===== config.mk =====
export PLATFORM = sky130hd
export DESIGN_NAME = if_stage
export DESIGN_NICKNAME = d
export VERILOG_FILES = /design/src/rtl/if_stage_pkg.sv /design/src/rtl/pc_reg.sv /design/src/rtl/if_stage.sv
export SDC_FILE = /design/constraint.sdc
export NUM_CORES = 1
export LEC_CHECK = 0
export CAP_MARGIN = 20
export CORE_ASPECT_RATIO = 0.75
export CORE_MARGIN = 2
export CORE_UTILIZATION = 51
export CTS_CLUSTER_DIAMETER = 40
export DETAILED_ROUTE_END_ITERATION = 10
export PLACE_DENSITY_LB_ADDON = 0.2
export SETUP_SLACK_MARGIN = 0.15
export SYNTH_ARGS = -nofsm -noshare
export SYNTH_HDL_FRONTEND = slang
export SYNTH_HIERARCHICAL = 1
export SYNTH_SLANG_ARGS = --single-unit

===== constraint.sdc =====
create_clock -name clk -period 5.2 [get_ports clk]
set_clock_uncertainty 0.15 [all_clocks]
set_input_delay 1.04 -clock clk [delete_from_list [all_inputs] [get_ports clk]]
set_output_delay 1.04 -clock clk [all_outputs]
set_load 0.005 [all_outputs]

===== src/rtl/if_stage_pkg.sv =====
// Shared widths, reset PC and FSM encodings for the RV64 instruction fetch stage.
package if_stage_pkg;

    localparam int unsigned REG_W  = 64;
    localparam int unsigned INST_W = 32;

    typedef logic [REG_W-1:0]  reg_bus_t;
    typedef logic [INST_W-1:0] inst_bus_t;

    localparam reg_bus_t PC_START = 64'h0000_0000_8000_0000;

    typedef enum logic [1:0] {
        IF_IDLE = 2'd0,
        IF_REQ  = 2'd1,
        IF_WAIT = 2'd2
    } if_state_e;

    // Instruction addresses are always word aligned.
    function automatic reg_bus_t align_pc(input reg_bus_t addr);
        return {addr[REG_W-1:2], 2'b00};
    endfunction

endpackage


===== src/rtl/pc_reg.sv =====
// Program counter: holds the fetch PC, steps it by 4 and takes redirects.
module pc_reg
    import if_stage_pkg::*;
#(
    parameter reg_bus_t RESET_PC = PC_START
)(
    input  logic     clk,
    input  logic     rst,
    input  logic     inc,
    input  logic     redirect_valid,
    input  reg_bus_t redirect_target,
    output reg_bus_t pc
);

    reg_bus_t r_pc;

    // Redirect wins over the increment; the add wraps modulo 2^64.
    always_ff @(posedge clk) begin
        if (rst) begin
            r_pc <= RESET_PC;
        end else if (redirect_valid) begin
            r_pc <= align_pc(redirect_target);
        end else if (inc) begin
            r_pc <= r_pc + REG_W'(4);
        end
    end

    assign pc = r_pc;

endmodule


===== src/rtl/if_stage.sv =====
// Instruction fetch stage: one outstanding fetch, output register for decode,
// redirect with discard of any fetch still in flight.
module if_stage
    import if_stage_pkg::*;
#(
    parameter reg_bus_t RESET_PC = PC_START
)(
    input  logic              clk,
    input  logic              rst,
    input  logic              stall,
    input  logic              redirect_valid,
    input  logic [REG_W-1:0]  redirect_target,
    output logic              inst_req_valid,
    input  logic              inst_req_ready,
    output logic [REG_W-1:0]  inst_req_addr,
    input  logic              inst_rsp_valid,
    input  logic [INST_W-1:0] inst_rsp_data,
    output logic              inst_valid,
    output logic [INST_W-1:0] inst,
    output logic [REG_W-1:0]  inst_addr
);

    if_state_e r_state;
    if_state_e w_state_nxt;
    logic      r_drop;
    logic      r_inst_valid;
    inst_bus_t r_inst;
    reg_bus_t  r_inst_addr;
    reg_bus_t  w_pc;

    logic w_redirect;
    logic w_free;
    logic w_req_valid;
    logic w_req_fire;
    logic w_rsp;
    logic w_load;

    pc_reg #(
        .RESET_PC        (RESET_PC)
    ) u_pc_reg (
        .clk             (clk),
        .rst             (rst),
        .inc             (w_load),
        .redirect_valid  (w_redirect),
        .redirect_target (redirect_target),
        .pc              (w_pc)
    );

    always_ff @(posedge clk) begin
        if (rst) begin
            r_state <= IF_IDLE;
        end else begin
            r_state <= w_state_nxt;
        end
    end

    // A response always closes the outstanding fetch, kept or dropped.
    always_comb begin
        w_state_nxt = r_state;
        case (r_state)
            IF_IDLE: w_state_nxt = IF_REQ;
            IF_REQ:  if (w_req_fire) w_state_nxt = IF_WAIT;
            IF_WAIT: if (inst_rsp_valid) w_state_nxt = IF_REQ;
            default: w_state_nxt = IF_IDLE;
        endcase
    end

    // Request only when the output register will be free next cycle;
    // a redirect suppresses the request so the stale PC is never accepted.
    always_comb begin
        w_redirect  = redirect_valid && (r_state != IF_IDLE);
        w_free      = !r_inst_valid || !stall;
        w_req_valid = (r_state == IF_REQ) && w_free && !w_redirect;
        w_req_fire  = w_req_valid && inst_req_ready;
        w_rsp       = (r_state == IF_WAIT) && inst_rsp_valid;
        w_load      = w_rsp && !r_drop && !w_redirect;
    end

    // drop marks a response still owed for a fetch killed by redirect.
    always_ff @(posedge clk) begin
        if (rst) begin
            r_drop <= 1'b0;
        end else if (r_state == IF_WAIT) begin
            if (inst_rsp_valid) begin
                r_drop <= 1'b0;
            end else if (w_redirect) begin
                r_drop <= 1'b1;
            end
        end
    end

    always_ff @(posedge clk) begin
        if (rst) begin
            r_inst_valid <= 1'b0;
            r_inst       <= '0;
            r_inst_addr  <= '0;
        end else if (w_redirect) begin
            r_inst_valid <= 1'b0;
        end else if (w_load) begin
            r_inst_valid <= 1'b1;
            r_inst       <= inst_rsp_data;
            r_inst_addr  <= w_pc;
        end else if (r_inst_valid && !stall) begin
            r_inst_valid <= 1'b0;
        end
    end

    assign inst_req_valid = w_req_valid;
    assign inst_req_addr  = w_pc;
    assign inst_valid     = r_inst_valid;
    assign inst           = r_inst;
    assign inst_addr      = r_inst_addr;

endmodule


==> impl_metrics.env <==
export IMPL_grtUsageMet3_pct=10.2
export IMPL_max_slew_margin_pct=30.4
export IMPL_postSynthAreaPerCell_um2=9.00
export IMPL_powerDensity_mw_per_mm2=255
export IMPL_max_cap_viol_count=0
export IMPL_synth_seq_cells=162
export IMPL_h_tree_depth=4
export IMPL_crit_slowest_cell="or4_1"
export IMPL_dr_first_iter_drc_count=503
export IMPL_coreArea_mm2=0.0160
export IMPL_rsz0062_at_grt="false"
export IMPL_peakVddDrop_mv=0.212
export IMPL_place_congestion=0.791
export IMPL_drc=0
export IMPL_multiInputGateArea_mm2=0.00462
export IMPL_use_met1_pct=34.8
export IMPL_worstMarginPinSlew_ns=1.04
export IMPL_areaGrowthSynthToFinish_pct=37.7
export IMPL_instances_no_fill=1368
export IMPL_place_detailed_hpwl_um=15800
export IMPL_critPathTopFamily="simple AND/OR/NAND/NOR gates"
export IMPL_crit_fanout=12
export IMPL_maxSlewViolCount=0
export IMPL_cts_setup_buffers=0
export IMPL_nNetsFinal=1249
export IMPL_antenna_found_initial=0
export IMPL_setup_viol=0
export IMPL_place_inst=1337
export IMPL_synth_ff_type="dfxtp_1"
export IMPL_grt_util_met2_pct=39.3
export IMPL_hold_buffers=0
export IMPL_antenna_cells=0
export IMPL_die_y_um=114
export IMPL_ys_seq_area_share_pct=39.1
export IMPL_clockRootBuffer="clkbuf_16"
export IMPL_io_buffers=259
export IMPL_hp_class="reg -> reg"
export IMPL_clk_latency_ns=0.42
export IMPL_worstSetupPathType="in -> reg"
export IMPL_ant_nets=0
export IMPL_cp_arrival_ns=4.50
export IMPL_crit_required_ns=5.33
export IMPL_wl_um=23100
export IMPL_ys_async_sr_fraction_pct=0
export IMPL_cts_made_buffers=17
export IMPL_clock_fmax_ghz=0.229
export IMPL_fin_area_mm2=0.0114
export IMPL_num_vias=7574
export IMPL_fin_crit_sh_pct=84.0
export IMPL_firstDrtPassIters=6
export IMPL_grt_pass1_wl_um=35800
export IMPL_yosys_warnings=6
export IMPL_grt_overflow_total=0
export IMPL_p_leak_uw=0.00367
export IMPL_regArea_mm2=0.00324
export IMPL_finalCriticalPeriod_ns=4.37
export IMPL_cts_tree="built"
export IMPL_ctsResizeCount=0
export IMPL_start_util_pct=51.9
export IMPL_hold_viol_final=0
export IMPL_place_area_mm2=0.0108
export IMPL_grt_pass1_vias=6894
export IMPL_tns_ns=0
export IMPL_startpoint_type="input pin"
export IMPL_fp_dieW_um=151
export IMPL_clkTransAtPathRegs_ns=0.06
export IMPL_rows=40
export IMPL_syn_area_mm2=0.00829
export IMPL_holdWs_ns=0.321
export IMPL_synth_edf_count=0
export IMPL_post_drt_wl_per_cell_um=16.9
export IMPL_vias_per_cell=5.54
export IMPL_drive_gt1_share_pct=4.40
export IMPL_die_area_mm2=0.0173
export IMPL_grtUsageTotal_pct=26.2
export IMPL_critPathBufInv=2
export IMPL_slowest_delay_ns=0.77
export IMPL_pin_count=264
export IMPL_path_cells="clkdlybuf4s50_1 -> nand3b_1 -> or3_1 -> inv_6 -> nand4_2 -> or3_2 -> or4_1 -> nor4b_1 -> a211oi_1"
export IMPL_grt_max_degree=175
export IMPL_ctsLongestPathBuffers=2
export IMPL_top_usage_layer="met2"
export IMPL_synth_distinct_cells=59
export IMPL_n_fill_cell=1257
export IMPL_largest_reg_flops=64
export IMPL_synthesis_instances=921
export IMPL_power_uw=2910
export IMPL_cp_end_kind="flop"
export IMPL_status="complete, no violations"
export IMPL_clock_sinks=162
## worst min-delay path, delay by kind of cell, from the launching register on
| kind | cells | cell delay, ns |
|---|---|---|
| AND/OR/NAND/NOR | 1 | 0.06 |
| multiplexers | 1 | 0.05 |
| flip-flops | 1 | 0.31 |
## stage by stage
stage               util, %  setup slack [ns]
floorplan                 -              1.29
global placement       67.9             0.631
detailed placement     67.9             0.491
CTS                    71.5             0.916
global route           71.5             0.743
finish                 71.5             0.834
## metal layers
layer  vias up  wire length (um)
li1       3685                 -
met1      3535             10300
met2       321             10100
met3        33              2340
met4         0               401
met5         -                 0
## final timing paths
kind	slack [ns]	startpoint	cells after the start	to
setup / recovery	0.83	inst_rsp_valid	9	u_pc_reg/pc[62]
hold / removal	0.32	inst[5]	2	inst[5]
setup reg to reg	1.57	r_state[0]	8	u_pc_reg/pc[62]
hold reg to reg	0.32	inst[5]	2	inst[5]
## synthesized netlist by cell type, drive strengths merged (16+ instances only)
cell    instances  share of area (%)
xnor2          21                2.2
clkbuf         42                2.4
a211oi         26                2.4
nand2b        194                 15
buf            18                2.1
nand3          20                1.2
nand4          23                1.8
nand2          51                2.3
nor2           59                2.7
a21oi          16               0.97
dfxtp         162                 39
nor4           23                1.7
mux2i         102                 12
## power breakdown
group	switching (uW)	internal (uW)	leakage, uW
combinational	122	202	0.00209
sequential	69.8	1280	0.00132
clock	522	719	0.000268
total	713	2200	0.00367
## layout make-up
cell class / instances / share of cell area (%)
multi-input cells: 684 / 40.4
flip-flops and latches: 162 / 28.4
repair buffers: 265 / 23.2
clock buffers: 19 / 3.88
well taps: 210 / 2.30
clock inverters: 12 / 1.17
inverters: 16 / 0.570
## layout by cell type, fill, tap and decap left out, types with 3 or more instances in the layout
| master | Yosys | final |
|---|---|---|
| or4_1 | 8 | 8 |
| a211oi_1 | 26 | 26 |
| xnor2_1 | 21 | 21 |
| xor2_1 | 13 | 13 |
| and3_1 | 10 | 10 |
| buf_4 | 8 | 5 |
| nand2_1 | 51 | 51 |
| inv_6 | 0 | 3 |
| a21oi_1 | 16 | 16 |
| o31ai_1 | 5 | 5 |
| clkinvlp_4 | 0 | 5 |
| nand2b_1 | 194 | 194 |
| clkbuf_16 | 0 | 17 |
| a2111oi_0 | 8 | 8 |
| o21ai_0 | 6 | 6 |
| mux2i_1 | 102 | 102 |
| inv_1 | 14 | 14 |
| nor3b_1 | 4 | 4 |
| nor3_1 | 14 | 14 |
| o31a_1 | 4 | 4 |
| dfxtp_1 | 162 | 162 |
| or3_1 | 11 | 11 |
| a311oi_1 | 13 | 13 |
| nor4b_1 | 4 | 4 |
| nand3_1 | 20 | 20 |
| clkdlybuf4s50_1 | 0 | 258 |
| and4_1 | 11 | 11 |
| nand4_1 | 22 | 22 |
| and2_1 | 7 | 7 |
| nor2_1 | 59 | 59 |
| nor2b_1 | 4 | 4 |
| nor4_1 | 23 | 23 |
## logic make-up (layout without fill, tap and decap cells)
kind of cell,after synthesis,count (layout),synth area share [%]
adders and majority gates,1,1,0.151
and+or+nand+nor,454,454,31.5
muxes,102,102,12.3
xor gates and xnor gates,34,34,3.59
DFF,162,162,39.1
AOI/OAI and AO/OA,91,91,8.05
buffers and inverters,76,312,5.22
other,1,2,0.0453
No activity file was read; power rests on OpenSTA's default activity.
